[src/rtl/keypad_debounce.sv]
// Keypad row debouncer: 2-flop synchronizer, tick-paced confirm/release FSM, one-clk press/release pulses.
// Optional auto-repeat of press while held is enabled by defining KEYPAD_REPEAT_EN.
module keypad_debounce #(
   parameter int DB_COUNT     = 4,
   parameter int REPEAT_DELAY = 32,
   parameter int REPEAT_RATE  = 8
) (
   input  logic       clk,
   input  logic       reset,
   input  logic       tick,
   input  logic [3:0] rows_raw,
   output logic [3:0] rows_db,
   output logic       press,
   output logic       released,   // 'release' is a reserved word
   output logic       busy
);

   if (DB_COUNT < 2 || DB_COUNT > 15 || REPEAT_DELAY < 1 || REPEAT_DELAY > 255 ||
       REPEAT_RATE < 1 || REPEAT_RATE > 255) begin : g_bad_param
      $error("keypad_debounce: parameter out of legal range");
   end

   typedef enum logic [1:0] {IDLE, CONFIRM, HELD, REL_CONFIRM} state_t;

   localparam logic [3:0] DB_LAST = 4'(DB_COUNT);

   state_t     state, state_d;
   logic [3:0] sync1, rows_s;
   logic [3:0] cnt, cnt_d, cand, cand_d, db_d;
   logic       press_d, rel_d;

`ifdef KEYPAD_REPEAT_EN
   localparam logic [7:0] RPT_DELAY = 8'(REPEAT_DELAY);
   localparam logic [7:0] RPT_RATE  = 8'(REPEAT_RATE);
   logic [7:0] rpt, rpt_d;
   logic       rpt_first, rpt_first_d;   // next repeat uses the initial delay
`endif

   always_ff @(posedge clk or posedge reset) begin
      if (reset) begin
         sync1  <= '0;
         rows_s <= '0;
      end else begin
         sync1  <= rows_raw;
         rows_s <= sync1;
      end
   end

   always_comb begin
      state_d = state;
      cnt_d   = cnt;
      cand_d  = cand;
      db_d    = rows_db;
      press_d = 1'b0;
      rel_d   = 1'b0;
`ifdef KEYPAD_REPEAT_EN
      rpt_d       = rpt;
      rpt_first_d = rpt_first;
`endif
      if (tick) begin
         case (state)
            IDLE: begin
               if (rows_s != 4'd0) begin
                  cand_d  = rows_s;
                  cnt_d   = 4'd1;
                  state_d = CONFIRM;
               end
            end
            CONFIRM: begin
               if (rows_s == 4'd0) begin
                  cnt_d   = 4'd0;
                  state_d = IDLE;
               end else if (rows_s == cand) begin
                  if (cnt + 4'd1 == DB_LAST) begin
                     cnt_d   = 4'd0;
                     db_d    = cand;
                     press_d = 1'b1;
                     state_d = HELD;
`ifdef KEYPAD_REPEAT_EN
                     rpt_d       = 8'd0;
                     rpt_first_d = 1'b1;
`endif
                  end else begin
                     cnt_d = cnt + 4'd1;
                  end
               end else begin
                  // a different key pattern restarts the confirmation
                  cand_d = rows_s;
                  cnt_d  = 4'd1;
               end
            end
            HELD: begin
               if (rows_s == 4'd0) begin
                  cnt_d   = 4'd1;
                  state_d = REL_CONFIRM;
               end else begin
`ifdef KEYPAD_REPEAT_EN
                  if (rpt + 8'd1 == (rpt_first ? RPT_DELAY : RPT_RATE)) begin
                     press_d     = 1'b1;
                     rpt_d       = 8'd0;
                     rpt_first_d = 1'b0;
                  end else begin
                     rpt_d = rpt + 8'd1;
                  end
`endif
               end
            end
            REL_CONFIRM: begin
               if (rows_s != 4'd0) begin
                  cnt_d   = 4'd0;
                  state_d = HELD;
`ifdef KEYPAD_REPEAT_EN
                  rpt_d       = 8'd0;
                  rpt_first_d = 1'b1;
`endif
               end else if (cnt + 4'd1 == DB_LAST) begin
                  cnt_d   = 4'd0;
                  db_d    = 4'd0;
                  rel_d   = 1'b1;
                  state_d = IDLE;
               end else begin
                  cnt_d = cnt + 4'd1;
               end
            end
            default: state_d = IDLE;
         endcase
      end
   end

   // pulses are cleared every clk so they stay one cycle wide whatever the tick spacing
   always_ff @(posedge clk or posedge reset) begin
      if (reset) begin
         state    <= IDLE;
         cnt      <= '0;
         cand     <= '0;
         rows_db  <= '0;
         press    <= 1'b0;
         released <= 1'b0;
`ifdef KEYPAD_REPEAT_EN
         rpt       <= '0;
         rpt_first <= 1'b1;
`endif
      end else begin
         state    <= state_d;
         cnt      <= cnt_d;
         cand     <= cand_d;
         rows_db  <= db_d;
         press    <= press_d;
         released <= rel_d;
`ifdef KEYPAD_REPEAT_EN
         rpt       <= rpt_d;
         rpt_first <= rpt_first_d;
`endif
      end
   end

   assign busy = (state != IDLE);

endmodule

[config.mk]
export PLATFORM = sky130hd
export DESIGN_NAME = keypad_debounce
export DESIGN_NICKNAME = d
export VERILOG_FILES = /design/src/rtl/keypad_debounce.sv
export SDC_FILE = /design/constraint.sdc
export NUM_CORES = 1
export LEC_CHECK = 0
export BUFFER_PORTS_ARGS = -buffer_cell sky130_fd_sc_hd__buf_2
export CAP_MARGIN = 10
export CORE_UTILIZATION = 60
export DETAILED_ROUTE_END_ITERATION = 7
export PLACE_DENSITY = 0.82
export SLEW_MARGIN = 20
export SYNTH_ARGS = -nofsm -noshare
export SYNTH_HDL_FRONTEND = slang
export SYNTH_SLANG_ARGS = --single-unit
[constraint.sdc]
create_clock -name clk -period 4.7 [get_ports clk]
set_clock_uncertainty 0.15 [all_clocks]
set_input_delay 0.47 -clock clk [delete_from_list [all_inputs] [get_ports clk]]
set_output_delay 0.47 -clock clk [all_outputs]
set_load 0.01 [all_outputs]
# Yosys cells after proc, flatten, opt, wreduce, memory -nomap -nowiden
# Cells that the tools add are included.
[op_classes]
addsub = 1
eq_ne = 16
n_mux = 33
n_reduce_logical = 10
[op_table]
columns = ["cell", "count"]
rows = [
  ["4-bit two-way mux", 14],
  ["2-bit != test (second input constant)", 8],
  ["4-bit one-hot mux with 2 select lines", 2],
  ["4-bit one-hot mux with 4 select lines", 1],
  ["2-bit two-way mux", 7],
  ["3-bit != test (second input constant)", 3],
  ["1-bit two-way mux", 8],
  ["2-bit one-hot mux with 4 select lines", 1],
  ["7-bit AND reduction", 1],
  ["6-bit AND reduction", 1],
  ["2-bit nonzero test", 3],
  ["5-bit AND reduction", 1],
  ["4-bit by 1-bit adder with 4-bit output (second input constant)", 1],
  ["2-bit == test (second input constant)", 2],
  ["4-bit by 3-bit == test with 1-bit output (second input constant)", 1],
  ["4-bit == test", 1],
  ["4-bit zero test", 1],
  ["4-bit nonzero test", 1],
  ["3-bit AND reduction", 1],
  ["2-bit by 1-bit == test with 1-bit output (second input constant)", 1],
  ["2-bit zero test", 1],
]
[totals]
ff_bits = 24
output_inout_bits = 7

# Logic depth before layout (Yosys ltp)
# Gate-level depths: netlist of run 1.
[depth]
word_depth = 7
mapped_depth = 6

# Worst setup path before layout of run 1
# Ideal clock, no wire load.
[synth_path]
path_kind = "reg-to-reg"
start = "register cnt[0]"
end = "register cnt[0]"
setup_ps = 126
arrival_ps = 1597
required_time_ps = 4424
setup_slack_ps = 2827
path_stages_with_launch = 7
period_less_slack_ps = 1873
cell_sequence = "dfrtp_1 > ha_1 > and2b_1 > a21oi_1 > o2bb2ai_2 > a211oi_1 > o32a_1"
[synth_via]
elab_chain_cells = 6
word_cells_on_any_way = 7
classes_between = "1 x add/sub; 1 x eq/ne; 5 x mux"
[synth_lines]
columns = ["element", "line_no", "rtl"]
rows = [
  ["start: declaration", "29", "logic [3:0] cnt, cnt_d, cand, cand_d, db_d;"],
  ["start signal: assignment", "145", "cnt <= cnt_d;"],
  ["4-bit by 1-bit adder with 4-bit output (*)", "-", ""],
  ["4-bit by 3-bit == test with 1-bit output", "74, 116", ""],
  ["4-bit two-way mux (*)", "74, 116", ""],
  ["4-bit two-way mux", "73", "end else if (rows_s == cand) begin"],
  ["4-bit two-way mux", "70", "if (rows_s == 4'd0) begin"],
  ["4-bit one-hot mux with 4 select lines (*)", "61", "case (state)"],
]
# Every way passes the cells marked *; elsewhere a longest branch is shown, timed or not.
# A chain may end at the register's enable or synchronous reset.

# Final worst setup path of run 1
# Same ends and word-level chain as after synthesis.

==> run_results.csv, run 1 <==
group,metric,value,unit
run_status,status,"complete, no violations",
layout,final_common_cell,"dfrtp_1",
route,post-route-drc-count,0,
layout,layout-drive-gt1-share,0.273,
grt,grt_pass1_vias,683,
timing,worst_pin_slew,0.874,ns
setup_path,critPathRequiredTime,4.75,ns
logic_synthesis,synth_area_per_cell,12.0,um^2
power,p_leak,0.627,nW
route,vias_per_cell,5.50,
floorplanning,die_area,2090,um^2
setup_path,cp_slowest_cell,"dfrtp_1",
logic_synthesis,ys_warn_count,0,
route,wl,1.78,mm
route,firstDrtPassIters,4,
power,p_per_area,334,nW/um^2
logic_synthesis,synth_nets,105,
route,post_drt_wl_per_cell,13.2,um
placed_design,post-place-ws,2.65,ns
clock_tree,ctsResizeCount,0,
timing,setup_viol,0,
setup_path,worstSetupEndpointType,"register",
setup_path,path_cells,"ha_1 -> and2b_1 -> a21oi_1 -> o2bb2ai_2 -> a211oi_1 -> o32a_1",
clock_tree,cts_tree,"done",
clock_tree,clk_latency,0.30,ns
grt,grt_pass1_wl,2.99,mm
clock_tree,cts_max_level,1,
clock_tree,post_cts_buffers,0,
timing,fmax,477,MHz
grt,grt_max_degree,25,
floorplanning,start_util,0.650,
clock_tree,clkSlewWorstSetupHoldPaths,0.13,ns
timing,finalCritPeriodShare,0.446,
setup_path,cp_slowest_stage_delay,0.46,ns
setup_path,startpoint_type,"register",
floorplanning,coreArea,1760,um^2
timing,fin_ws,2.60,ns
power,peakVddDrop,0.000219,V
logic_synthesis,synth.cell_area,1150,um^2
placed_design,gp_congestion,0.803,
route,ant_nets,0,
setup_path,path_max_fanout,9,
clock_tree,cts_buffer_depth,2,
timing,period_needed,2.10,ns
timing,report.final.slew_viol_count,0,
clock_tree,clockRootBuffer,"clkbuf_4",
grt,gr-total-overflow,0,
floorplanning,fp.dieH,45.7,um
route,vias,743,
min_path,worstHoldPathType,"in2reg",
layout,area_growth,10.7,%
logic_synthesis,synth.distinct_cells,37,
layout,n_antenna_cell,0,
floorplanning,dieWidth,45.7,um
timing,hold_violations,0,
logic_synthesis,synth-edff-count,0,
layout,fin_area,1270,um^2
grt,antenna_found_initial,0,
floorplanning,io_pins,14,
placed_design,placed_area,1220,um^2
logic_synthesis,seq_area_frac_synth,0.523,
timing,timing.setup.tns,0,ns
grt,grt_usage,0.205,
logic_synthesis,synth-main-ff-cell,"dfrtp_1",
placed_design,dpl.hpwl,1.33,mm
timing,rsz0062_at_grt,"false",
setup_path,worstPathArrival,2.15,ns
setup_path,critPathKind,"reg2reg",
clock_tree,postCtsHoldBufs,0,
layout,layout.nets,120,
clock_tree,cts_sinks,24,
layout,layout_common_cells,"dfrtp_1 (24), buf_2 (13), nand2_1 (11), inv_1 (8)",
timing,slew_headroom,0.417,
route,drtIter0Drc,14,
logic_synthesis,syn_inst,96,
placed_design,portBuffers,13,
logic_synthesis,ys_ff_latch,24,
logic_synthesis,async_reset_ff_frac,1.00,
clock_tree,cts_buffers,3,
job,maxCapViolations,0,
floorplanning,rows,15,
-- synthesized netlist by cell type, types with 2 or more instances --
cell	instances	share of area
mux2i_1	4	0.035
nor2_1	4	0.013
nor4_4	2	0.037
ha_1	2	0.022
nor2b_1	2	0.011
a21oi_1	2	0.0087
dfrtp_1	24	0.52
buf_6	2	0.020
a41oi_1	2	0.015
xor2_1	4	0.031
nand2_1	11	0.036
mux2_2	4	0.039
and3_1	2	0.011
inv_1	8	0.026
-- final timing paths --
check / startpoint / end / slack (ns) / cells past startpoint
worst max-delay path: cnt[0]$_DFFE_PP0P_ / cnt[0]$_DFFE_PP0P_ / 2.60 / 6
worst min-delay path: rows_raw[3] / sync1[3]$_DFF_PP0_ / 0.11 / 1
worst max register to register: cnt[0]$_DFFE_PP0P_ / cnt[0]$_DFFE_PP0P_ / 2.60 / 6
worst min register to register: sync1[3]$_DFF_PP0_ / rows_s[3]$_DFF_PP0_ / 0.22 / 0
max in group asynchronous: reset / rows_db[0]$_DFFE_PP0P_ / 3.70 / 2
min in group asynchronous: reset / sync1[0]$_DFF_PP0_ / 0.17 / 2
-- flip-flops by register name, summed over array words and instances, names as in the netlist, named ones only --
register / flops
cand: 4
press: 1
state: 1
rows_s: 4
sync1: 4
rows_db: 4
cnt: 4
released: 1
-- final cells by class --
type	count	area (um^2)
clock buffers	3	22.5
clock inverters	1	30.0
fillers	143	494
inverters	8	30.0
multi-input cells	61	490
flip-flops and latches	24	601
well taps	25	31.3
repair buffers	13	65.1
-- through the flow --
step | hold slack [ns] | power [mW] | std cells | utilization
2_1_floorplan | 0.181 | 0.272 | 96 | -
3_3_place_gp | 0.181 | 0.279 | 131 | 0.690
3_5_place_dp | 0.191 | 0.282 | 131 | 0.690
4_1_cts | 0.0970 | 0.429 | 135 | 0.720
5_1_grt | 0.0841 | 0.444 | 135 | 0.720
6_report | 0.107 | 0.425 | 135 | 0.720
-- layer usage --
layer | part of all wire | track usage
met1 | 0.43 | 0.251
met2 | 0.52 | 0.354
met3 | 0.038 | 0.0357
met4 | 0.012 | 0.0824
met5 | 0 | 0
-- worst max-delay path, delay by kind of cell (launching register included) --
| kind | cells | cell delay [ns] |
|---|---|---|
| AOI/OAI and AO/OA | 4 | 0.91 |
| adders and majority gates | 1 | 0.25 |
| DFF | 1 | 0.46 |
| and+or+nand+nor | 1 | 0.23 |
-- kinds of logic after synthesis --
| logic type | synth area share |
|---|---|
| compound gates | 0.135 |
| xor+xnor | 0.0382 |
| fa+ha+maj | 0.0218 |
| buf+inv | 0.0491 |
| flops | 0.523 |
| mux | 0.0742 |
| simple gates | 0.158 |
-- power by group --
group / switching, mW / internal, mW
Combinational: 0.0257 / 0.0213
Sequential: 0.0132 / 0.218
Clock: 0.0605 / 0.0861
(Power assumes the default switching activity.)
==> run 2, diff against run 1 <==
Settings changed: ABC_AREA from default to 1, CORE_UTILIZATION 60 to 56, PLACE_DENSITY 0.82 to 0.77.
Clock period 4.7 ns to 2.1 ns, I/O delays scaled along.
==> run 2 against run 1 <==
Net effect:
- utilization fell by 0.95 points
- critical endpoint is now rows_db[1]$_DFFE_PP0P_
- setup slack got worse by 2.3 ns
- count of clock-buffer cells in the layout stayed put
- register-to-register slack lost 2.3 ns
- cell count up 36%
- synthesized cell count rose by 40%
- largest cell class unchanged
- worst hold slack got worse by 0.025 ns
==> run_results.csv, run 2 <==
group,metric,value,unit
logic_synthesis,synth.cell_area,1230,um^2
clock_tree,clockRootBuffer,"clkbuf_4",
grt,grt_pass1_wl,3.88,mm
grt,grt_pass1_vias,916,
grt,grt_max_degree,25,
route,firstDrtPassIters,4,
layout,layout-drive-gt1-share,0.308,
route,drtIter0Drc,30,
route,vias,927,
layout,area_growth,16.3,%
timing,rsz0062_at_grt,"false",
setup_path,critPathKind,"reg2reg",
timing,whs,0.0823,ns
clock_tree,cts_buffer_depth,2,
setup_path,cp_slowest_cell,"dfrtp_1",
clock_tree,cts_max_level,1,
layout,fin_area,1440,um^2
setup_path,path_cells,"ha_1 -> nand2_1 -> nand2_2 -> nor2_4 -> nand2_4 -> inv_4 -> nand2_4 -> nand2_4 -> nand2_4 -> nand2_1 -> o21ai_2",
setup_path,crit_buf_inv,1,
logic_synthesis,ys_warn_count,0,
clock_tree,cts_sinks,24,
logic_synthesis,synth-main-ff-cell,"dfrtp_1",
logic_synthesis,synth.top_cells.by_count,"nand2_1 (34), dfrtp_1 (24), inv_1 (15), nand3_1 (8)",
clock_tree,cts_buffers,3,
timing,fmax,565,MHz
power,power_frac_comb,0.372,
layout,n_antenna_cell,0,
logic_synthesis,yosys.area.top_type,"dfrtp_1",
grt,grt_usage,0.215,
power,power_switching,659,uW
logic_synthesis,synth_area_per_cell,9.22,um^2
timing,timing.setup.tns,0,ns
floorplanning,dieWidth,49.0,um
clock_tree,clk_latency,0.32,ns
power,p_seq_frac,0.427,
placed_design,dpl.hpwl,1.64,mm
logic_synthesis,syn_inst,134,
layout,layout.nets,166,
layout,final_common_cell,"nand2_1",
logic_synthesis,synth_area_leaders,"dfrtp_1 (49%), nand2_1 (10%), nand2_4 (6.4%)",
setup_path,path_max_fanout,8,
setup_path,worstPathArrival,1.84,ns
power,sw_frac_of_total,0.396,
clock_tree,cts_tree,"done",
setup_path,rrSetupSlack,0.33,ns
power,clockPowerShare,0.201,
clock_tree,clkSlewWorstSetupHoldPaths,0.13,ns
grt,gr-total-overflow,0,
floorplanning,start_util,0.611,
floorplanning,die_area,2400,um^2
route,ant_nets,0,
placed_design,portBuffers,13,
setup_path,startpoint_type,"register",
power,p_per_area,1160,nW/um^2
logic_synthesis,synth_nets,143,
timing,worst_pin_slew,0.353,ns
setup_path,cp_slowest_stage_delay,0.47,ns
layout,layout_common_cells,"nand2_1 (34), dfrtp_1 (24), inv_1 (15), buf_2 (13), nand3_1 (8)",
grt,antenna_found_initial,0,
placed_design,gp_congestion,0.858,
clock_tree,postCtsHoldBufs,5,
setup_path,reg2regPathDepth,11,
logic_synthesis,synth_top_area_share,0.486,
logic_synthesis,seq_area_frac_synth,0.486,
power,peakVddDrop,0.000770,V
logic_synthesis,synth_most_common_cell,"nand2_1",
route,post_drt_wl_per_cell,11.8,um
timing,report.final.slew_viol_count,0,
logic_synthesis,synth.distinct_cells,24,
run_status,status,"complete, no violations",
timing,hold_violations,0,
floorplanning,io_pins,14,
floorplanning,fp.dieH,49.0,um
setup_path,critPathRequiredTime,2.17,ns
clock_tree,ctsResizeCount,0,
logic_synthesis,ys_ff_latch,24,
setup_path,crit_family,"simple AND/OR/NAND/NOR gates",
min_path,holdPathStages,3,
route,vias_per_cell,5.07,
setup_path,worstSetupEndpointType,"register",
timing,period_needed,1.77,ns
floorplanning,coreArea,2020,um^2
power,p_leak,0.743,nW
timing,finalCritPeriodShare,0.844,
logic_synthesis,synth-edff-count,0,
setup_path,critical_path_depth,11,
setup_path,timing.critical_path.mode_cell,"nand2_4",
job,maxCapViolations,0,
floorplanning,rows,16,
timing,setup_viol,0,
clock_tree,post_cts_buffers,0,
placed_design,placed_area,1330,um^2
route,post-route-drc-count,0,
logic_synthesis,async_reset_ff_frac,1.00,
power,p_int,1.00,mW
timing,slew_headroom,0.765,
min_path,worstHoldPathType,"in2reg",
route,wl,2.16,mm
==> run 2: changes by cell type after synthesis, sizes merged, moves of 7 or more <==
cell   delta
o21ai     +7
nand2    +37
nand3     +8
inv      +10
==> run 2: area by class of cell <==
cell class / count / area (um^2)
clock buffer: 3 / 22.5
clock inverter: 1 / 30.0
fill: 154 / 586
inverter: 20 / 83.8
multi-input combinational: 89 / 543
sequential: 24 / 601
tap: 27 / 33.8
timing repair buffer: 19 / 123
==> run 2: logic make-up (layout without fill, tap and decap cells) <==
| logic type | Yosys count | after routing | share of synthesized area |
|---|---|---|---|
| and+or+nand+nor | 71 | 71 | 0.318 |
| AOI/OAI and AO/OA | 12 | 12 | 0.0730 |
| buffers and inverters | 21 | 43 | 0.0740 |
| xor gates and xnor gates | 4 | 4 | 0.0284 |
| adders and majority gates | 2 | 2 | 0.0203 |
| DFF | 24 | 24 | 0.486 |
==> run 2: worst register-to-register path, delay by kind of cell (launching register included) <==
kind | cells | cell delay [ns]
AOI/OAI and AO/OA | 1 | 0.06
adders and majority gates | 1 | 0.25
buffers and inverters | 1 | 0.07
DFF | 1 | 0.47
and+or+nand+nor | 8 | 0.66
==> run 2: per-layer routing <==
metal | routed length, um | vias up | GRT usage
met1 | 999 | 431 | 0.278
met5 | 0 | - | 0
li1 | - | 467 | -
met2 | 1070 | 27 | 0.356
met4 | 12 | 0 | 0.0882
met3 | 77 | 2 | 0.0374
==> run 2: through the flow <==
step / util / worst slack [ns] / total power [mW] / cells
floorplan: - / 0.486 / 1.18 / 134
global placement: 0.660 / 0.446 / 1.29 / 174
detailed placement: 0.660 / 0.346 / 1.33 / 174
CTS: 0.710 / 0.326 / 1.67 / 183
global route: 0.710 / 0.227 / 1.79 / 183
finish: 0.710 / 0.329 / 1.66 / 183
==> run 2: final timing paths <==
check,start,to
setup reg to reg,cnt[0]$_DFFE_PP0P_,rows_db[1]$_DFFE_PP0P_
hold / removal,tick,press$_DFF_PP0_
min in group asynchronous,reset,state[0]$_DFFE_PP0P_
setup / recovery,cnt[0]$_DFFE_PP0P_,rows_db[1]$_DFFE_PP0P_
max in group asynchronous,reset,rows_s[0]$_DFF_PP0_
hold reg to reg,sync1[1]$_DFF_PP0_,rows_s[1]$_DFF_PP0_
==> run 2: power by group through the flow <==
| stage | registers (mW) | clock network [mW] | logic, mW |
|---|---|---|---|
| floorplan | 0.690 | 0 | 0.493 |
| global placement | 0.707 | 0 | 0.586 |
| detailed placement | 0.719 | 0 | 0.616 |
| CTS | 0.709 | 0.341 | 0.624 |
| global route | 0.733 | 0.361 | 0.695 |
| finish | 0.711 | 0.334 | 0.619 |
==> run 3, diff against run 2 <==
Settings changed: CORE_UTILIZATION 56 to 51, PLACE_DENSITY 0.77 to 0.74.
Clock period 2.1 ns to 1.45 ns, I/O delays scaled along.
==> run 3 against run 2 <==
Net effect:
- sequential power grew 42%
- combinational power up 120%
- register-to-register slack worse by 0.57 ns
- largest cell class is now multi-input combinational cells
- the run now ends with setup timing left
- largest power group is now combinational cells
- count of clock-buffer cells in the layout unchanged
- cell count increased by 14%
- sequential share of layout area shrank 6.7 points
- clock power grew 45%
- die area increased by 9.4%
- fmax is 4.6% higher
- first-iteration DRC count decreased by 43%
- via count up 8.8%
==> run_results.csv, run 3 (synthesis gave the netlist of run 2 again) <==
group,metric,value,unit
timing,slew_headroom,0.793,
timing,setup_viol,14,
setup_path,rr_endpoint,"rows_db[3]$_DFFE_PP0P_",
floorplanning,die_area,2620,um^2
setup_path,cp-endpoint,"rows_db[3]$_DFFE_PP0P_",
setup_path,r2r-start,"cnt[1]$_DFFE_PP0P_",
timing,hold_violations,0,
power,peakVddDrop,0.00120,V
power,p_leak,0.883,nW
clock_tree,cts_buffer_depth,2,
timing,period_needed,1.69,ns
route,vias_per_cell,4.83,
setup_path,critical_path_depth,12,
layout,area_growth,39.5,%
layout,layout_common_cells,"nand2_1 (28), buf_4 (24), dfrtp_1 (21), inv_1 (13), buf_2 (13)",
timing,fmax,591,MHz
route,post_drt_wl_per_cell,13.1,um
clock_tree,clkSlewWorstSetupHoldPaths,0.13,ns
timing,timing.setup.tns,-2.07,ns
setup_path,crit_buf_inv,2,
placed_design,placed_area,1470,um^2
layout,n_antenna_cell,0,
layout,layout-drive-gt1-share,0.497,
power,total_power,2.89,mW
setup_path,cp_slowest_stage_delay,0.44,ns
layout,seq_area,604,um^2
floorplanning,dieWidth,51.2,um
clock_tree,cts_max_level,1,
setup_path,startpoint,"cnt[1]$_DFFE_PP0P_",
clock_tree,clk_latency,0.32,ns
layout,layout.nets,191,
min_path,worstHoldPathType,"in2reg",
setup_path,cp_slowest_cell,"dfrtp_1",
layout,fin_area,1720,um^2
placed_design,portBuffers,13,
setup_path,worstSetupEndpointType,"register",
floorplanning,rows,17,
setup_path,critPathKind,"reg2reg",
clock_tree,cts_buffers,3,
run_status,violations,"setup timing",
grt,grt_pass1_wl,4.29,mm
run_status,status,"finished, violations left",
floorplanning,start_util,0.548,
timing,report.final.slew_viol_count,0,
setup_path,critPathRequiredTime,1.53,ns
clock_tree,cts_tree,"done",
setup_path,worstPathArrival,1.77,ns
floorplanning,coreArea,2250,um^2
power,p_per_area,1680,nW/um^2
floorplanning,io_pins,14,
layout,multi_input_area,629,um^2
clock_tree,cts_sinks,24,
placed_design,gp_congestion,0.855,
setup_path,path_max_fanout,8,
job,maxCapViolations,0,
grt,antenna_found_initial,0,
floorplanning,fp.dieH,51.2,um
grt,grt_usage,0.227,
route,post-route-drc-count,0,
layout,num-fill-cells,141,
placed_design,dpl.hpwl,1.71,mm
setup_path,reg2regPathDepth,12,
route,drtIter0Drc,17,
route,ant_nets,0,
grt,gr-total-overflow,0,
timing,finalCritPeriodShare,1.17,
placed_design,post-place-cells,192,
clock_tree,clockRootBuffer,"clkbuf_4",
route,vias,1009,
route,firstDrtPassIters,4,
setup_path,path_cells,"ha_4 -> inv_2 -> nand2_2 -> nand2_2 -> nor2_4 -> nand2_4 -> inv_4 -> nand2_4 -> nand2_4 -> nand2_8 -> nand2_2 -> o21ai_2",
grt,grt_max_degree,25,
timing,fin_ws,-0.243,ns
layout,final_common_cell,"nand2_1",
timing,worst_pin_slew,0.311,ns
layout,stdcell_count,209,
route,wl,2.73,mm
timing,rsz0062_at_grt,"true",
setup_path,rrSetupSlack,-0.24,ns
grt,grt_pass1_vias,992,
setup_path,crit_family,"simple AND/OR/NAND/NOR gates",
timing,whs,0.00992,ns
setup_path,startpoint_type,"register",
run 3: cell types whose count changed in the layout (fill, tap and decap cells not counted), moves of 3 or more:
cell	previous run	this run
buf_4	1	24
dfrtp_1	24	21
dfrtp_2	0	3
nand2_1	34	28
nand2_2	7	11
nand3_1	8	5
run 3: through the flow:
step	setup slack, ns	utilization
global placement	-0.122	0.650
finish	-0.243	0.764
CTS	-0.198	0.734
detailed placement	-0.196	0.650
global route	-0.307	0.764
floorplan	-0.132	-
run 3: how the worst min path moves through the flow:
| stage | from | end | depth (start not counted) |
|---|---|---|---|
| finish | tick | cand[2]$_DFFE_PP0P_ | 3 |
| global route | tick | cand[2]$_DFFE_PP0P_ | 3 |
| CTS | tick | cand[2]$_DFFE_PP0P_ | 3 |
| detailed placement | reset | cnt[0]$_DFFE_PP0P_ | 3 |
| global placement | reset | cnt[0]$_DFFE_PP0P_ | 3 |
| floorplan | reset | asynchronous set/reset pin | 1 |
run 3: final cells by class:
cell class | count | area share
timing repair buffer | 44 | 0.184
clock inverter | 1 | 0.0174
tap | 28 | 0.0203
inverter | 20 | 0.0487
sequential | 24 | 0.351
multi-input combinational | 89 | 0.365
clock buffer | 3 | 0.0131
run 3: repair_timing:
action                                  in CTS  in global routing
pin swaps                                    5                  5
endpoints found under the setup margin      15                 17
resized for setup                           11                 12
buffers inserted                             6                  2
hold buffers                                 5                  0
hold endpoints to repair                    28                  0
run 3: where the power goes:
group | switching (mW) | total (mW) | internal [mW] | leakage [nW]
logic | 0.744 | 1.39 | 0.648 | 0.558
clock network | 0.204 | 0.484 | 0.280 | 0.0279
registers | 0.170 | 1.01 | 0.841 | 0.297
run 3: worst register-to-register path, delay by kind of cell, from the launching register on:
kind | cells | cell delay, ns
adder cells (fa/ha/maj) | 1 | 0.18
flip-flops | 1 | 0.44
AO/OA/AOI/OAI | 1 | 0.05
buffers and inverters | 2 | 0.11
AND/OR/NAND/NOR | 8 | 0.66
run 3: per-layer routing:
layer / wire length, um / vias to the layer above / track usage
met3: 72 / 5 / 0.0506
met2: 1360 / 18 / 0.377
li1: - / 520 / -
met1: 1270 / 466 / 0.282
met4: 36 / 0 / 0.104
met5: 0 / - / 0
